===== src/rtl/uart_pkg.sv =====
// Shared definitions for the serial UART transmitter.
//   uart_state_t : frame sequencer states (idle, start bit, data bits, parity bit, stop bits)
//   PARITY_*     : encodings of the PARITY parameter
//   clog2_min1   : $clog2 that never returns 0, for sizing counters that hold at least one bit
package uart_pkg;

  typedef enum logic [2:0] {
    ST_IDLE,
    ST_START,
    ST_DATA,
    ST_PARITY,
    ST_STOP
  } uart_state_t;

  localparam int PARITY_NONE = 0;
  localparam int PARITY_EVEN = 1;
  localparam int PARITY_ODD  = 2;

  function automatic int clog2_min1(input int n);
    return (n < 2) ? 1 : $clog2(n);
  endfunction

endpackage


===== src/rtl/uart_baud_cnt.sv =====
// Bit-period timer for the UART transmitter.
//   clk       : clock, all updates on posedge
//   rst_n     : asynchronous active-low reset, counter to 0
//   clear     : synchronous restart of the bit period (frame launch)
//   enable    : count while a frame is in flight; holds at 0 otherwise
//   bit_tick  : high on the final clk of each bit period
//   near_tick : high on the clk just before bit_tick, so registered
//               outputs can be made to coincide with the final clk
module uart_baud_cnt #(
  parameter int CLKS_PER_BIT = 87
) (
  input  logic clk,
  input  logic rst_n,
  input  logic clear,
  input  logic enable,
  output logic bit_tick,
  output logic near_tick
);
  import uart_pkg::*;

  localparam int            CW   = clog2_min1(CLKS_PER_BIT);
  localparam logic [CW-1:0] LAST = CW'(CLKS_PER_BIT - 1);
  localparam logic [CW-1:0] NEAR = CW'(CLKS_PER_BIT - 2);

  logic [CW-1:0] clk_cnt;

  always_ff @(posedge clk or negedge rst_n) begin
    if (!rst_n) begin
      clk_cnt <= '0;
    end else if (clear) begin
      clk_cnt <= '0;
    end else if (enable) begin
      clk_cnt <= (clk_cnt == LAST) ? '0 : clk_cnt + 1'b1;
    end
  end

  assign bit_tick  = enable & (clk_cnt == LAST);
  assign near_tick = enable & (clk_cnt == NEAR);

endmodule


===== src/rtl/uart_tx_serial.sv =====
// Serialising UART transmitter fed by a dv/done byte handshake.
// Frame: start bit (0), 8 data bits LSB first, optional parity bit,
// STOP_BITS stop bits (1). A frame is launched by a rising edge of dv
// while idle; dv held high never retransmits.
//   clk     : clock, all updates on posedge
//   rst_n   : asynchronous active-low reset; aborts a frame, tx high at once
//   dv      : data valid; rising edge launches a frame
//   tx_data : byte to send, sampled in the dv rising-edge cycle
//   tx      : registered serial output, idle high
//   busy    : high from launch until the cycle after done
//   done    : one-cycle pulse on the final clk of the last stop bit
module uart_tx_serial #(
  parameter int CLKS_PER_BIT = 87,
  parameter int PARITY       = 0,
  parameter int STOP_BITS    = 1
) (
  input  logic       clk,
  input  logic       rst_n,
  input  logic       dv,
  input  logic [7:0] tx_data,
  output logic       tx,
  output logic       busy,
  output logic       done
);
  import uart_pkg::*;

  if (PARITY != PARITY_NONE && PARITY != PARITY_EVEN && PARITY != PARITY_ODD) begin : g_bad_parity
    $error("uart_tx_serial: PARITY must be 0 (none), 1 (even) or 2 (odd)");
  end
  if (STOP_BITS != 1 && STOP_BITS != 2) begin : g_bad_stop
    $error("uart_tx_serial: STOP_BITS must be 1 or 2");
  end
  if (CLKS_PER_BIT < 2) begin : g_bad_cpb
    $error("uart_tx_serial: CLKS_PER_BIT must be at least 2");
  end

  localparam bit   HAS_PARITY = (PARITY != PARITY_NONE);
  localparam logic PAR_INIT   = (PARITY == PARITY_ODD);
  localparam logic STOP_LAST  = (STOP_BITS == 2);

  uart_state_t state;
  logic        dv_q;
  logic        armed;
  logic [7:0]  shreg;
  logic [2:0]  bit_idx;
  logic        stop_cnt;
  logic        par_acc;
  logic        launch;
  logic        cnt_en;
  logic        bit_tick;
  logic        near_tick;

  // armed is low only in the first cycle out of reset, so a dv that was
  // already high while reset was asserted is not mistaken for a fresh edge.
  assign launch = dv & ~dv_q & armed & (state == ST_IDLE);
  assign cnt_en = (state != ST_IDLE);

  uart_baud_cnt #(
    .CLKS_PER_BIT(CLKS_PER_BIT)
  ) u_baud (
    .clk      (clk),
    .rst_n    (rst_n),
    .clear    (launch),
    .enable   (cnt_en),
    .bit_tick (bit_tick),
    .near_tick(near_tick)
  );

  always_ff @(posedge clk or negedge rst_n) begin
    if (!rst_n) begin
      state    <= ST_IDLE;
      dv_q     <= 1'b0;
      armed    <= 1'b0;
      tx       <= 1'b1;
      busy     <= 1'b0;
      done     <= 1'b0;
      bit_idx  <= 3'd0;
      stop_cnt <= 1'b0;
    end else begin
      dv_q  <= dv;
      armed <= 1'b1;
      done  <= 1'b0;
      case (state)
        ST_IDLE: begin
          if (launch) begin
            state    <= ST_START;
            tx       <= 1'b0;
            busy     <= 1'b1;
            bit_idx  <= 3'd0;
            stop_cnt <= 1'b0;
          end
        end
        ST_START: begin
          if (bit_tick) begin
            state <= ST_DATA;
            tx    <= shreg[0];
          end
        end
        ST_DATA: begin
          if (bit_tick) begin
            if (bit_idx == 3'd7) begin
              if (HAS_PARITY) begin
                state <= ST_PARITY;
                // shreg[0] is bit 7, not yet folded into the accumulator
                tx    <= par_acc ^ shreg[0];
              end else begin
                state <= ST_STOP;
                tx    <= 1'b1;
              end
            end else begin
              bit_idx <= bit_idx + 3'd1;
              // shreg shifts on this same edge, so the next bit is shreg[1]
              tx      <= shreg[1];
            end
          end
        end
        ST_PARITY: begin
          if (bit_tick) begin
            state <= ST_STOP;
            tx    <= 1'b1;
          end
        end
        ST_STOP: begin
          // set one clk early so the registered pulse lands on the final clk
          if (near_tick && stop_cnt == STOP_LAST) begin
            done <= 1'b1;
          end
          if (bit_tick) begin
            if (stop_cnt == STOP_LAST) begin
              state <= ST_IDLE;
              busy  <= 1'b0;
            end else begin
              stop_cnt <= stop_cnt + 1'b1;
            end
          end
        end
        default: begin
          state <= ST_IDLE;
          busy  <= 1'b0;
          tx    <= 1'b1;
        end
      endcase
    end
  end

  // Byte shift register and running parity; datapath only, no reset needed.
  always_ff @(posedge clk) begin
    if (launch) begin
      shreg   <= tx_data;
      par_acc <= PAR_INIT;
    end else if (state == ST_DATA && bit_tick) begin
      shreg   <= {1'b0, shreg[7:1]};
      par_acc <= par_acc ^ shreg[0];
    end
  end

endmodule

===== config.mk =====
export PLATFORM = sky130hd
export DESIGN_NAME = uart_tx_serial
export DESIGN_NICKNAME = d
export VERILOG_FILES = /design/src/rtl/uart_pkg.sv /design/src/rtl/uart_baud_cnt.sv /design/src/rtl/uart_tx_serial.sv
export SDC_FILE = /design/constraint.sdc
export NUM_CORES = 1
export LEC_CHECK = 0
export CORE_MARGIN = 3
export CORE_UTILIZATION = 25
export CTS_CLUSTER_SIZE = 16
export DETAILED_ROUTE_END_ITERATION = 8
export DONT_BUFFER_PORTS = 1
export PLACE_DENSITY = 0.42
export SLEW_MARGIN = 20
export SYNTH_ARGS = -nofsm -noshare
export SYNTH_HDL_FRONTEND = slang
export SYNTH_SLANG_ARGS = --single-unit

===== constraint.sdc =====
create_clock -name clk -period 2.1 [get_ports clk]
set_input_delay 0.63 -clock clk [delete_from_list [all_inputs] [get_ports clk]]
set_output_delay 0.63 -clock clk [all_outputs]
set_load 0.02 [all_outputs]

; ---- Word level (Yosys, flattened, before mapping)
; Cells that the tools add are included.
[word_totals]
word_cells = 83
inputBits = 11
reg_bits = 27
[classes]
reduce_logical = 14
addsub = 3
n_bitwise = 9
n_eq_ne = 15
muxes = 32
[op_table]
columns = operator, count
row1 = 2-to-1 mux 3 bit, 10
row2 = 2-to-1 mux 7 bit, 3
row3 = 2-to-1 mux 8 bit, 2
row4 = inequality test 2 bit (second input constant), 8
row5 = case mux 3 bit (5 select lines), 1
row6 = equality test 7 bit (second input constant), 2
row7 = 2-to-1 mux 1 bit, 12
row8 = AND reduction 4 bit, 2
row9 = nonzero test 2 bit, 4
row10 = adder 7 x 1 -> 7 bit (second input constant), 1
row11 = AND reduction 7 bit, 1
row12 = equality test 3 x 2 -> 1 bit (second input constant), 2
row13 = equality test 3 bit (second input constant), 2
row14 = case mux 3 bit (2 select lines), 1
row15 = bitwise AND 1 bit, 5
row16 = case mux 1 bit (5 select lines), 1
row17 = AND reduction 5 bit, 1
row18 = NOT 1 bit, 4
row19 = adder 3 x 1 -> 3 bit (second input constant), 1
row20 = equality test 3 x 1 -> 1 bit (second input constant), 1
row21 = zero test 3 bit, 1
row22 = case mux 1 bit (3 select lines), 1
row23 = AND reduction 3 bit, 1
row24 = nonzero test 3 bit, 1
row25 = 4 further kinds, 5

; ---- Depth between registers and ports, before layout
; Gate-level depths: netlist (run 1).
[logic_depth]
depth_word = 6
depth_mapped = 7

; ---- Modules after synthesis
; A second synthesis (run 1) with hierarchy kept.
[hier_totals]
cells_unflattened = 119
area_unflattened_um2 = 1356.3
[by_module_without_submodules]
columns = module, cells_each, area_each_um2, seq_area_each_um2, instances
row1 = uart_tx_serial, 70, 907.1, 516.7, 1
row2 = uart_baud_cnt, 49, 449.2, 175.2, 1

; ---- Least setup slack after synthesis (run 1)
; Ideal clock, no wire load.
[synth_path]
kind = flip-flop to flip-flop
startpoint = register state[1]
endpoint = register shreg[0], enable pin
arrival_time_ns = 1.665
setup_ns = 0.384
period_less_slack_ns = 2.049
stages_incl_launch_ff = 7
setup_slack_ns = 0.051
n_path_buf = 3
path_cell_list = dfrtp_1 -> buf_6 -> or3_4 -> buf_6 -> or2_4 -> buf_6 -> o21ai_0
[synth_via]
elab_chain_len = 4
word_cells_on_any_way = 7
cone_classes = eq/ne: 1 / bitwise: 2 / reduce/logical: 4
[synth_rtl]
columns = element, line
row1 = start: declaration, uart_tx_serial.sv:41  ; uart_state_t state;
row2 = start signal: assignment, uart_tx_serial.sv:71  ; state <= ST_IDLE;
row3 = start signal: assignment, uart_tx_serial.sv:86  ; state <= ST_START;
row4 = start signal: assignment, uart_tx_serial.sv:95  ; state <= ST_DATA;
row5 = nonzero test 3 bit, uart_tx_serial.sv:56  ; assign cnt_en = (state != ST_IDLE);
row6 = bitwise AND 1 bit, uart_baud_cnt.sv:37  ; assign bit_tick = enable & (clk_cnt == LAST);
row7 = logical AND 1 bit, uart_tx_serial.sv:151  ; end else if (state == ST_DATA && bit_tick) begin
row8 = nonzero test 2 bit (no line) *, --
row9 = end signal: assignment, uart_tx_serial.sv:149  ; shreg <= tx_data;
row10 = end signal: assignment, uart_tx_serial.sv:152  ; shreg <= {1'b0, shreg[7:1]};
row11 = end: declaration, uart_tx_serial.sv:44  ; logic [7:0] shreg;
; Mark *: on every way between the ends. The rest lies on a longest branch, timed or not.
; A chain may end at the register's enable or synchronous reset.

; ---- Final worst setup path (run 1)
[layout_path]
startpoint = register state[0]
endpoint = register shreg[1], enable pin
; Same word-level chain as after synthesis.

==> results_dict.tcl, run 1 <==
set metrics [dict create \
    holdWs_ps 36.8 \
    drv_cap 0 \
    clockBufferDepth 2 \
    htree_levels 1 \
    synth_top_area_cell "dfrtp_1" \
    routed_wl_mm 2.74 \
    cp_cell_sequence "or3_4 -> or2_4 -> o21ai_0 -> buf_4" \
    grt_pass1_vias 898 \
    critPathLaunchType "flop" \
    n_antenna_cell 0 \
    clkSinkCount 26 \
    rrSetupSlack_ps 280 \
    critPathMaxStageDelay_ps 480 \
    postSynthAreaPerCell_um2 9.88 \
    r2r-end "shreg[1]$_DFFE_PP_" \
    synth-seq-area-share 0.511 \
    dieArea_mm2 0.00633 \
    ant_nets 0 \
    setup_viol 0 \
    layout-drive-gt1-share 0.0963 \
    fin_crit_sh 0.866 \
    area_growth_pct 7.95 \
    final_core_util 0.283 \
    cts_tree "done" \
    cts_setup_buffers 0 \
    grt_max_degree 19 \
    syn_area_mm2 0.00135 \
    insertion_delay_ps 270 \
    vdd_ir_drop_max_v 0.000298 \
    antenna_found_initial 0 \
    power_density_mw_per_mm2 646 \
    cts-root-buf "clkbuf_8" \
    r2r_start "state[0]$_DFFE_PN0P_" \
    crit_fanout 13 \
    nets 152 \
    drv_slew 0 \
    tns_ps 0 \
    synth-edff-count 8 \
    p_leak_uw 0.000557 \
    worstHoldPathType "input pin to asynchronous set/reset pin" \
    synth_seq_cells 26 \
    cp_data_required_time_ps 2100 \
    synthArstFlopShare 0.692 \
    grtUsageTotal 0.0911 \
    core_mm2 0.00517 \
    end_kind "flop" \
    clk_pin_slew_ps 100 \
    crit_type "flop to flop" \
    die_x_um 79.6 \
    synth_warnings 0 \
    ys_top_cells_by_area "dfrtp_1 (31%), edfxtp_1 (18%), nand2_1 (7.5%)" \
    cts_resized 0 \
    vias_per_cell 4.64 \
    place_congestion 0.845 \
    grt_overflow 0 \
    num_vias 951 \
    portBuffers 0 \
    finalCriticalPeriod_ps 1820 \
    syn-num-nets 153 \
    final-hold-violation-count 0 \
    fp.dieH_um 79.6 \
    syn_inst 137 \
    numCtsBuffers 3 \
    nFillCells 541 \
    synth_most_common_cell "nand2_1" \
    synth_commonest_cells "nand2_1 (27), dfrtp_1 (17), nand3_1 (11), edfxtp_1 (8), o21ai_0 (8)" \
    dp_hpwl_mm 1.99 \
    routedWlPerCell_um 13.4 \
    fin_skew_ps 6.10 \
    arrival_ps 1810 \
    grt_pass1_wl_mm 4.49 \
    dr.pass1.iters 6 \
    synth_top_area_share 0.314 \
    rows 26 \
    start_util 0.262 \
    crit_path_top_delay_cell "dfrtp_1" \
    io_pins 14 \
    synth_ff_type "dfrtp_1" \
    rsz0062_at_grt "false" \
    synth_cell_types 41 \
    dp.cells 201 \
    fin_cells 205 \
    rr_worst_depth 4 \
    postCtsHoldBufs 0 \
    drt_iter0_drc 69 \
    drc 0 \
    status "finished, final reports clean" \
    max_freq_ghz 0.550 \
]
-- logic make-up (layout without fill, tap and decap cells) --
group	count (synthesis)	after routing	share of synthesized area
xor gates and xnor gates	2	2	0.0129
muxes	1	1	0.00739
other	1	1	0.00277
and+or+nand+nor	65	65	0.242
buffers and inverters	10	8	0.0517
adders and majority gates	5	5	0.0462
DFF	26	26	0.511
AOI/OAI and AO/OA	27	27	0.126
-- power by group --
part	total (µW)	switching, µW	internal (µW)
sequential	521	0.353	521
combinational	1.95	1.25	0.697
clock	421	165	255
total	944	167	777
-- placed cells by master, fill, tap and decap left out, types with 2 or more instances in the layout --
master and n:
o21ai_0 8, ha_1 5, nand2_1 27, a31oi_1 2, o211ai_1 2, dfrtp_1 17, nand2b_1 2, inv_1 3
nor2_1 5, nand3_1 11, xor2_1 2, a21oi_1 6, clkbuf_8 3, nand4_1 3, and2_1 3, nor3_1 2
o22ai_1 2, edfxtp_1 8, o31ai_1 3
-- registers in the layout (all words and copies together), names as in the netlist --
register        cells
armed               1
done                1
shreg               8
state               3
dv_q                1
busy                1
u_baud.clk_cnt      7
tx                  1
bit_idx             3
-- worst max-delay path by stage --
stage,startpoint,endpoint,depth (start not counted)
5_1_grt,state[0]$_DFFE_PN0P_,shreg[2]$_DFFE_PP_,4
2_1_floorplan,state[1]$_DFFE_PN0P_,shreg[0]$_DFFE_PP_,6
3_3_place_gp,state[0]$_DFFE_PN0P_,shreg[4]$_DFFE_PP_,4
6_report,state[0]$_DFFE_PN0P_,shreg[1]$_DFFE_PP_,4
3_5_place_dp,state[0]$_DFFE_PN0P_,shreg[4]$_DFFE_PP_,4
4_1_cts,state[0]$_DFFE_PN0P_,shreg[4]$_DFFE_PP_,4
-- metal layers --
| layer | GRT usage | vias up | part of all wire |
|---|---|---|---|
| met1 | 0.123 | 446 | 0.50 |
| met5 | 0 | - | 0 |
| met3 | 0.0237 | 4 | 0.042 |
| met4 | 0.0292 | 0 | 0.013 |
| met2 | 0.141 | 20 | 0.45 |
| li1 | - | 481 | - |
-- metrics by stage --
| stage | power [µW] | setup slack (ps) | instance area, µm² |
|---|---|---|---|
| finish | 944 | 280 | 1460 |
| global route | 985 | 186 | 1460 |
| CTS | 955 | 273 | 1460 |
| detailed placement | 534 | 282 | 1390 |
| global placement | 534 | 317 | 1390 |
| floorplan | 533 | 51.4 | 1350 |
-- worst max-delay path, delay by kind of cell (launching register included) --
family | cells | cell delay (ps)
DFF | 1 | 480
AOI/OAI and AO/OA | 1 | 90
buffers and inverters | 1 | 190
and+or+nand+nor | 2 | 770
-- area by class of cell --
type	count	area, µm²	area share
clock buffer	3	41.3	0.0283
sequential	26	692	0.473
inverter	3	11.3	0.00771
clock inverter	1	30.0	0.0205
tap	70	87.6	0.0599
multi-input combinational	101	592	0.405
timing repair buffer	1	7.51	0.00514
(Power assumes the default switching activity.)
==> run 2: changes to the inputs <==
--- a/config.mk
+++ b/config.mk
@@ -7,10 +7,11 @@
 export LEC_CHECK = 0
 export CORE_MARGIN = 3
 export CORE_UTILIZATION = 25
+export CTS_BUF_LIST = sky130_fd_sc_hd__clkbuf_8
 export CTS_CLUSTER_SIZE = 16
 export DETAILED_ROUTE_END_ITERATION = 8
 export DONT_BUFFER_PORTS = 1
-export PLACE_DENSITY = 0.42
+export PLACE_DENSITY = 0.4
 export SLEW_MARGIN = 20
 export SYNTH_ARGS = -nofsm -noshare
 export SYNTH_HDL_FRONTEND = slang
==> constraint.sdc (replaced) <==
create_clock -name clk -period 1.99 [get_ports clk]
set_input_delay 0.597 -clock clk [delete_from_list [all_inputs] [get_ports clk]]
set_output_delay 0.597 -clock clk [all_outputs]
set_load 0.02 [all_outputs]
==> results_dict.tcl, run 2 (synthesized netlist as in run 1, its figures left out) <==
set metrics [dict create \
    clk_pin_slew_ps 90 \
    power_density_mw_per_mm2 591 \
    cp_data_required_time_ps 1930 \
    dpl_cell_area_mm2 0.00141 \
    clkSinkCount 26 \
    end_kind "flop" \
    place_congestion 0.843 \
    grt_pass1_vias 986 \
    p_sw_uw 179 \
    power_frac_comb 0.014 \
    drc 0 \
    htree_levels 1 \
    rsz0062_at_grt "false" \
    fin_skew_ps 3.55 \
    crit_type "flop to flop" \
    ant_nets 0 \
    clockBufferDepth 2 \
    portBuffers 0 \
    dp.cells 203 \
    pwr-share-clk 0.354 \
    dr.pass1.iters 4 \
    max_freq_ghz 0.549 \
    cts-root-buf "clkbuf_8" \
    fp.dieH_um 79.6 \
    core_mm2 0.00517 \
    setup_viol 0 \
    fin_cells 209 \
    status "finished, final reports clean" \
    vias_per_cell 4.78 \
    dp_hpwl_mm 1.92 \
    grt_pass1_wl_mm 4.62 \
    crit_fanout 10 \
    num_vias 1000 \
    worst_slew_pin_slew_ps 765 \
    grt_max_degree 16 \
    p_leak_uw 0.000564 \
    area_growth_pct 8.87 \
    tns_ps 0 \
    largest_reg_flops 8 \
    cts_tree "done" \
    grtUsageTotal 0.0932 \
    dieArea_mm2 0.00633 \
    drv_slew 0 \
    antenna_found_initial 0 \
    top_register "shreg" \
    layout_common_cells "nand2_1 (27), dfrtp_1 (17), nand3_1 (11), edfxtp_1 (8), o21ai_0 (7)" \
    holdWs_ps 154 \
    layout_commonest_cell "nand2_1" \
    nets 156 \
    numCtsBuffers 3 \
    vdd_ir_drop_max_v 0.000279 \
    arrival_ps 1750 \
    routed_wl_mm 2.71 \
    final-hold-violation-count 0 \
    drt_iter0_drc 78 \
    critPathLaunchType "flop" \
    worstHoldPathType "input pin to asynchronous set/reset pin" \
    slew_headroom 0.488 \
    top_regs "shreg: 8 flops, u_baud.clk_cnt: 7 flops" \
    rows 26 \
    fin_crit_sh 0.915 \
    start_util 0.262 \
    power_frac_seq 0.631 \
    die_x_um 79.6 \
    finalCriticalPeriod_ps 1820 \
    drv_cap 0 \
    grt_overflow 0 \
    final_area_mm2 0.00147 \
    insertion_delay_ps 270 \
    io_pins 14 \
    routedWlPerCell_um 13.0 \
    cell_internal_pwr_uw 692 \
    n_antenna_cell 0 \
    p_sw_frac 0.206 \
    layout-drive-gt1-share 0.108 \
]
[run 2: power by group through the flow]
stage	clock network (µW)	registers, µW	logic (µW)
after global placement	0	561	2.18
after floorplan	0	561	1.70
after detailed placement	0	561	2.19
after CTS	323	550	13.2
after global routing	340	551	14.3
final	308	550	12.6
[run 2: area by class of cell]
| type | instances | area (µm²) |
|---|---|---|
| clock buffer | 3 | 41.3 |
| inverter | 3 | 11.3 |
| multi-input combinational | 101 | 596 |
| tap | 70 | 87.6 |
| sequential | 26 | 692 |
| timing repair buffer | 5 | 42.5 |
| clock inverter | 1 | 3.75 |
| fill | 540 | 3700 |
[run 2: critical path, cell delays in order (launching register included)]
cell and delay [ps]:
dfrtp_1 440, inv_1 80, ha_1 140, and4b_1 250, nand2_2 160, o21ai_2 420
[run 2: worst paths after layout]
path	from	cells past startpoint	slack, ps	end
setup / recovery	u_baud.clk_cnt[0]$_DFFE_PN0N_	5	170	shreg[0]$_DFFE_PP_
setup reg to reg	u_baud.clk_cnt[0]$_DFFE_PN0N_	5	170	shreg[0]$_DFFE_PP_
hold reg to reg	u_baud.clk_cnt[6]$_DFFE_PN0N_	1	510	u_baud.clk_cnt[6]$_DFFE_PN0N_
max in group asynchronous	rst_n	1	680	armed$_DFF_PN0_
min in group clk	dv	0	350	dv_q$_DFF_PN0_
hold / removal	rst_n	0	150	tx$_DFFE_PN1P_
[run 2: per-layer routing]
| layer | GRT usage | wire [µm] | part of all wire | vias up |
|---|---|---|---|---|
| met5 | 0 | 0 | 0 | - |
| met4 | 0.0275 | 29 | 0.011 | 0 |
| met3 | 0.0214 | 98 | 0.036 | 4 |
| met2 | 0.144 | 1170 | 0.43 | 15 |
| met1 | 0.129 | 1410 | 0.52 | 490 |
| li1 | - | - | - | 491 |
[run 2: per-stage QoR]
step	setup slack, ps	total power [µW]	util
after global placement	215	563	0.272
after CTS	130	886	0.285
after floorplan	150	563	-
after global routing	21.5	905	0.285
final	170	871	0.285
after detailed placement	144	563	0.272
[run 2: what timing repair did]
item	in CTS	in global routing
hold endpoints to repair	15	0
hold buffers	2	0
gates resized for setup	0	0
setup buffers	0	0
